[src/rtl/mult_rr_arbiter.sv]
// Round-robin arbiter sharing one 4x4 unsigned multiplier between four
// requesters. The granted operand pair is multiplied combinationally and
// the product, with the requester id, lands in a one-entry output buffer.
module mult_rr_arbiter #(
  parameter int unsigned N_REQ = 4
) (
  input  logic                 clk,
  input  logic                 rst,
  input  logic [N_REQ-1:0]     req_valid,
  input  logic [4*N_REQ-1:0]   req_a,
  input  logic [4*N_REQ-1:0]   req_b,
  output logic [N_REQ-1:0]     req_ready,
  output logic                 res_valid,
  input  logic                 res_ready,
  output logic [7:0]           res_product,
  output logic [1:0]           res_id,
  output logic [7:0]           op_count
);

  logic [1:0] ptr_q, ptr_d;
  logic       res_valid_q, res_valid_d;
  logic [7:0] res_product_q, res_product_d;
  logic [1:0] res_id_q, res_id_d;
  logic [7:0] op_count_q, op_count_d;

  logic [1:0] gnt;
  logic       gnt_found;
  logic [1:0] cand;
  logic       can_accept;
  logic       accept;
  logic       drain;
  logic [3:0] mul_a, mul_b;
  logic [7:0] mul_product;

  // Priority search starting at the round-robin pointer, wrapping modulo 4.
  always_comb begin
    gnt       = ptr_q;
    gnt_found = 1'b0;
    cand      = ptr_q;
    for (int unsigned off = 0; off < N_REQ; off++) begin
      cand = ptr_q + off[1:0];
      if (!gnt_found && req_valid[cand]) begin
        gnt       = cand;
        gnt_found = 1'b1;
      end
    end
  end

  // Handshake decode; the buffer can take a new result when empty or draining.
  always_comb begin
    can_accept = !res_valid_q || res_ready;
    accept     = can_accept && gnt_found && !rst;
    drain      = res_valid_q && res_ready;
    req_ready  = '0;
    if (accept) begin
      req_ready[gnt] = 1'b1;
    end
  end

  // Shared combinational multiplier, fed from the granted requester's lanes.
  always_comb begin
    mul_a       = req_a[{gnt, 2'b00} +: 4];
    mul_b       = req_b[{gnt, 2'b00} +: 4];
    mul_product = {4'b0000, mul_a} * {4'b0000, mul_b};
  end

  // Next-state: accept loads the buffer (even while draining), drain alone empties it.
  always_comb begin
    ptr_d         = ptr_q;
    res_valid_d   = res_valid_q;
    res_product_d = res_product_q;
    res_id_d      = res_id_q;
    op_count_d    = op_count_q;
    if (accept) begin
      res_valid_d   = 1'b1;
      res_product_d = mul_product;
      res_id_d      = gnt;
      ptr_d         = gnt + 2'd1;
    end else if (drain) begin
      res_valid_d = 1'b0;
    end
    if (drain) begin
      op_count_d = op_count_q + 8'd1;
    end
  end

  // State registers with synchronous reset; reset drops any buffered result.
  always_ff @(posedge clk) begin
    if (rst) begin
      ptr_q         <= 2'd0;
      res_valid_q   <= 1'b0;
      res_product_q <= 8'd0;
      res_id_q      <= 2'd0;
      op_count_q    <= 8'd0;
    end else begin
      ptr_q         <= ptr_d;
      res_valid_q   <= res_valid_d;
      res_product_q <= res_product_d;
      res_id_q      <= res_id_d;
      op_count_q    <= op_count_d;
    end
  end

  assign res_valid   = res_valid_q;
  assign res_product = res_product_q;
  assign res_id      = res_id_q;
  assign op_count    = op_count_q;

endmodule

[config.mk]
export PLATFORM = sky130hd
export DESIGN_NAME = mult_rr_arbiter
export DESIGN_NICKNAME = d
export VERILOG_FILES = /design/src/rtl/mult_rr_arbiter.sv
export SDC_FILE = /design/constraint.sdc
export NUM_CORES = 1
export LEC_CHECK = 0
export BUFFER_PORTS_ARGS = -buffer_cell sky130_fd_sc_hd__buf_2
export CAP_MARGIN = 10
export CORE_AREA = 5 5 65 67
export CTS_CLUSTER_SIZE = 12
export DETAILED_ROUTE_END_ITERATION = 10
export DIE_AREA = 0 0 70 72
export PLACE_DENSITY = 0.79
export SYNTH_ARGS = -nofsm -noshare
export SYNTH_HDL_FRONTEND = slang
export SYNTH_SLANG_ARGS = --single-unit
[constraint.sdc]
create_clock -name clk -period 5.9 [get_ports clk]
set_input_delay 1.18 -clock clk [delete_from_list [all_inputs] [get_ports clk]]
set_output_delay 1.18 -clock clk [all_outputs]
set_load 0.02 [all_outputs]
==> impl_results.md <==
- Seq cells post-synth: 21
- MaxCap Viol Count: 0
- Synth Warn #: 0
- Max Freq: about 200 MHz
- Avg Vias per Cell: 4.97
- Mapped Nets: approximately 250
- Antenna violations before repair: 0
- Slew @ Worst Pin: 1.07 ns
- Worst setup SP type: input pin
- Row cnt: 22
- Cts bufs inserted: 3
- Synth Area per Inst: 8.78 um^2
- H-tree levels: 1
- Synthesized area: 0.00169 mm^2
- Slew HR: between 20 and 30%
- Hold Buf Count CTS: 0
- Core area: 0.00358 mm^2
- Total wire length: about 3600 um
- Setup TNS: 0 ns
- Number of synthesized flops with an enable pin: 0
- Number of antenna diodes: 0
- Initial DRC Count: 82
- Crit Path Class: in -> reg
- Clk slew on worst S/H paths: 0.11 ns
- Ys flop type: dfxtp_1
- GRT overflow: 0
- Async set-reset flop share out of synthesis: 0%
- Post-DR wirelength/cell: approximately 12 um
- CTS Buffer Depth: 2
- Worst setup EP type: flop
- Final #Nets: between 300 and 400
- CP Data Required Time: 6.08 ns
- Seq/Total Area, Yosys: 24.9%
- Total track usage: ~15%
- Final ANT Viol Nets: 0
- Setup bufs post-CTS: 0
- Largest net degree at the start of global routing: 24
- Unique masters post-synth: 36
- Vias: around 1,500
- Die area: approximately 0.0050 mm^2
- Share of cells above drive strength 1: between 30% and 40%
- TritonCTS clock tree: built
- Slew Limit Fails: 0
- Worst vdd ir: around 260 uV
- Clk Latency, worst-skew pair: slightly below 0.3 ns
- Hold/Removal Path Class: reg -> reg
- Hpwl dp: between 3000 and 4000 um
- Drt first pass iters: 4
- Final Hold Vio Count: 0
- Area growth syn-to-layout: 20.5%
- Final setup fails: 0
- Gate Count Post-Synth: 192
- Min Clock Period, post-route: 4.91 ns
- Number of global-route vias before repair: 1,521
- CP Data Arrival Time: between 5 and 6 ns
- PD cells: roughly 360 mW/mm^2
- Area of the multi-input gates: between 0.001 and 0.0015 mm^2
- Die X: about 70 um
- Placed insts: a little under 300
- Top Ports: between 60 and 70
- FF+latch area: between 400 and 500 um^2
- Clk_skew: between 0.006 and 0.007 ns
- Outcome: finished, final reports clean
- Clock sinks: 21
- Leak pwr: 1.03 nW
- Die Span Y: roughly 72 um
- Root Driver: clkbuf_4
- Non-filler cells, final: 298
- First-pass GRT wire length: approximately 6300 um
- IO buf count: between 60 and 70
- RSZ-0062 raised after global routing: no
- Final Cycle Share: a little over four fifths
- Crit Path Max Fanout: 13
- Number of fill cells: approximately 340
- Initial Util: 47.1%
- Routability cong.: ~0.78
- Post-route DRC: 0
- Post_cts resized: 0
## metal layers
metal  GRT usage (%)  routed length (um)  vias to the layer above  part of all wire (%)
met4            5.32                  93                        0                   2.6
met3            3.19                 113                        8                   3.1
met5               0                   0                        -                     0
li1                -                   -                      767                     -
met2            28.9                1990                       22                    55
met1            15.6                1410                      684                    39
## cell families (layout without fill, tap and decap cells)
| family | Yosys count | count (layout) | synth area share (%) |
|---|---|---|---|
| DFF | 21 | 21 | 24.9 |
| buffers and inverters | 22 | 80 | 6.75 |
| AOI/OAI and AO/OA | 25 | 25 | 9.57 |
| and+or+nand+nor | 69 | 69 | 21.1 |
| muxes | 24 | 24 | 15.1 |
| xor gates and xnor gates | 10 | 10 | 5.19 |
| adders and majority gates | 21 | 21 | 17.4 |
## final cells by class
class	count	area share, %
tap	48	2.95
timing repair buffer	62	15.4
multi-input combinational	149	57.1
clock buffer	4	1.29
sequential	21	20.7
inverter	14	2.58
## worst paths after layout
path	start	to	slack, ns	cells past startpoint
worst max-delay path	req_valid[3]	res_product[7]$_SDFFE_PP0P_	0.99	16
worst min-delay path	res_id[0]$_SDFFE_PP0P_	res_id[0]$_SDFFE_PP0P_	0.46	2
worst max register to register	ptr_q[1]$_SDFFE_PP0P_	res_product[7]$_SDFFE_PP0P_	1.69	16
worst min register to register	res_id[0]$_SDFFE_PP0P_	res_id[0]$_SDFFE_PP0P_	0.46	2
## report_power, final
| part | switching (mW) | total (mW) | internal, mW |
|---|---|---|---|
| registers | 0.0157 | 0.182 | 0.166 |
| clock network | 0.0397 | 0.0660 | 0.0263 |
| logic | 0.259 | 0.475 | 0.216 |
| total | 0.314 | 0.722 | 0.408 |
## worst max-delay path, stage by stage
cell and delay [ns]:
buf_2 0.12, and2b_2 0.21, o21ai_0 0.16, o211a_1 0.46, mux2_2 0.43, or2_1 0.26, fa_1 0.54, inv_1 0.05
fa_1 0.49, ha_1 0.30, a21o_1 0.17, a21oi_1 0.21, o21bai_1 0.08, a21oi_1 0.17, xor2_1 0.16, o21ai_1 0.07
## synthesized netlist by cell type (2+ instances only)
master	instances	area [um^2]
xor2_1	6	52.6
o21ai_0	4	20.0
dfxtp_1	21	420
mux2_2	7	78.8
a21oi_1	9	45.0
xnor2_1	4	35.0
or2_1	6	37.5
or3_1	2	12.5
nor2b_1	3	18.8
and2_1	4	25.0
nand3_1	5	25.0
mux2i_1	16	160
nand2_1	14	52.6
ha_1	17	213
inv_1	14	52.6
clkbuf_1	5	18.8
fa_1	4	80.1
buf_6	2	22.5
nor2_1	20	75.1
o21ai_1	3	15.0
a21o_1	2	15.0
o31ai_2	2	25.0
nand3b_1	9	67.6
## placed cells by master (no fill, tap or decap), drive strengths merged, types with 3 or more instances in the layout
cell	Yosys	routed
ha	17	17
mux2i	16	16
buf	3	62
inv	14	14
dfxtp	21	21
xor2	6	6
nand3b	9	9
mux2	8	8
nor2b	4	4
and2	4	4
a21oi	9	9
xnor2	4	4
nand3	5	5
or2	6	6
o31ai	3	3
nand2	14	14
fa	4	4
nor2	20	20
o21ai	7	7
clkbuf	5	4
## metrics by stage
| stage | power, mW | area, um^2 | util (%) | worst slack (ns) | hold WS [ns] |
|---|---|---|---|---|---|
| after floorplan | 0.574 | 1690 | - | 1.16 | 0.496 |
| after global placement | 0.654 | 2010 | 56.1 | 0.760 | 0.442 |
| after global routing | 0.815 | 2030 | 56.8 | 0.735 | 0.491 |
| after detailed placement | 0.666 | 2010 | 56.1 | 0.658 | 0.451 |
| after CTS | 0.736 | 2030 | 56.8 | 0.981 | 0.468 |
| final | 0.722 | 2030 | 56.8 | 0.989 | 0.464 |
## registers in the layout, summed over array words and instances (netlist names)
name         flops
res_product      8
res_valid        1
res_id           2
ptr_q            2
op_count         8
(Power assumes the default switching activity.)
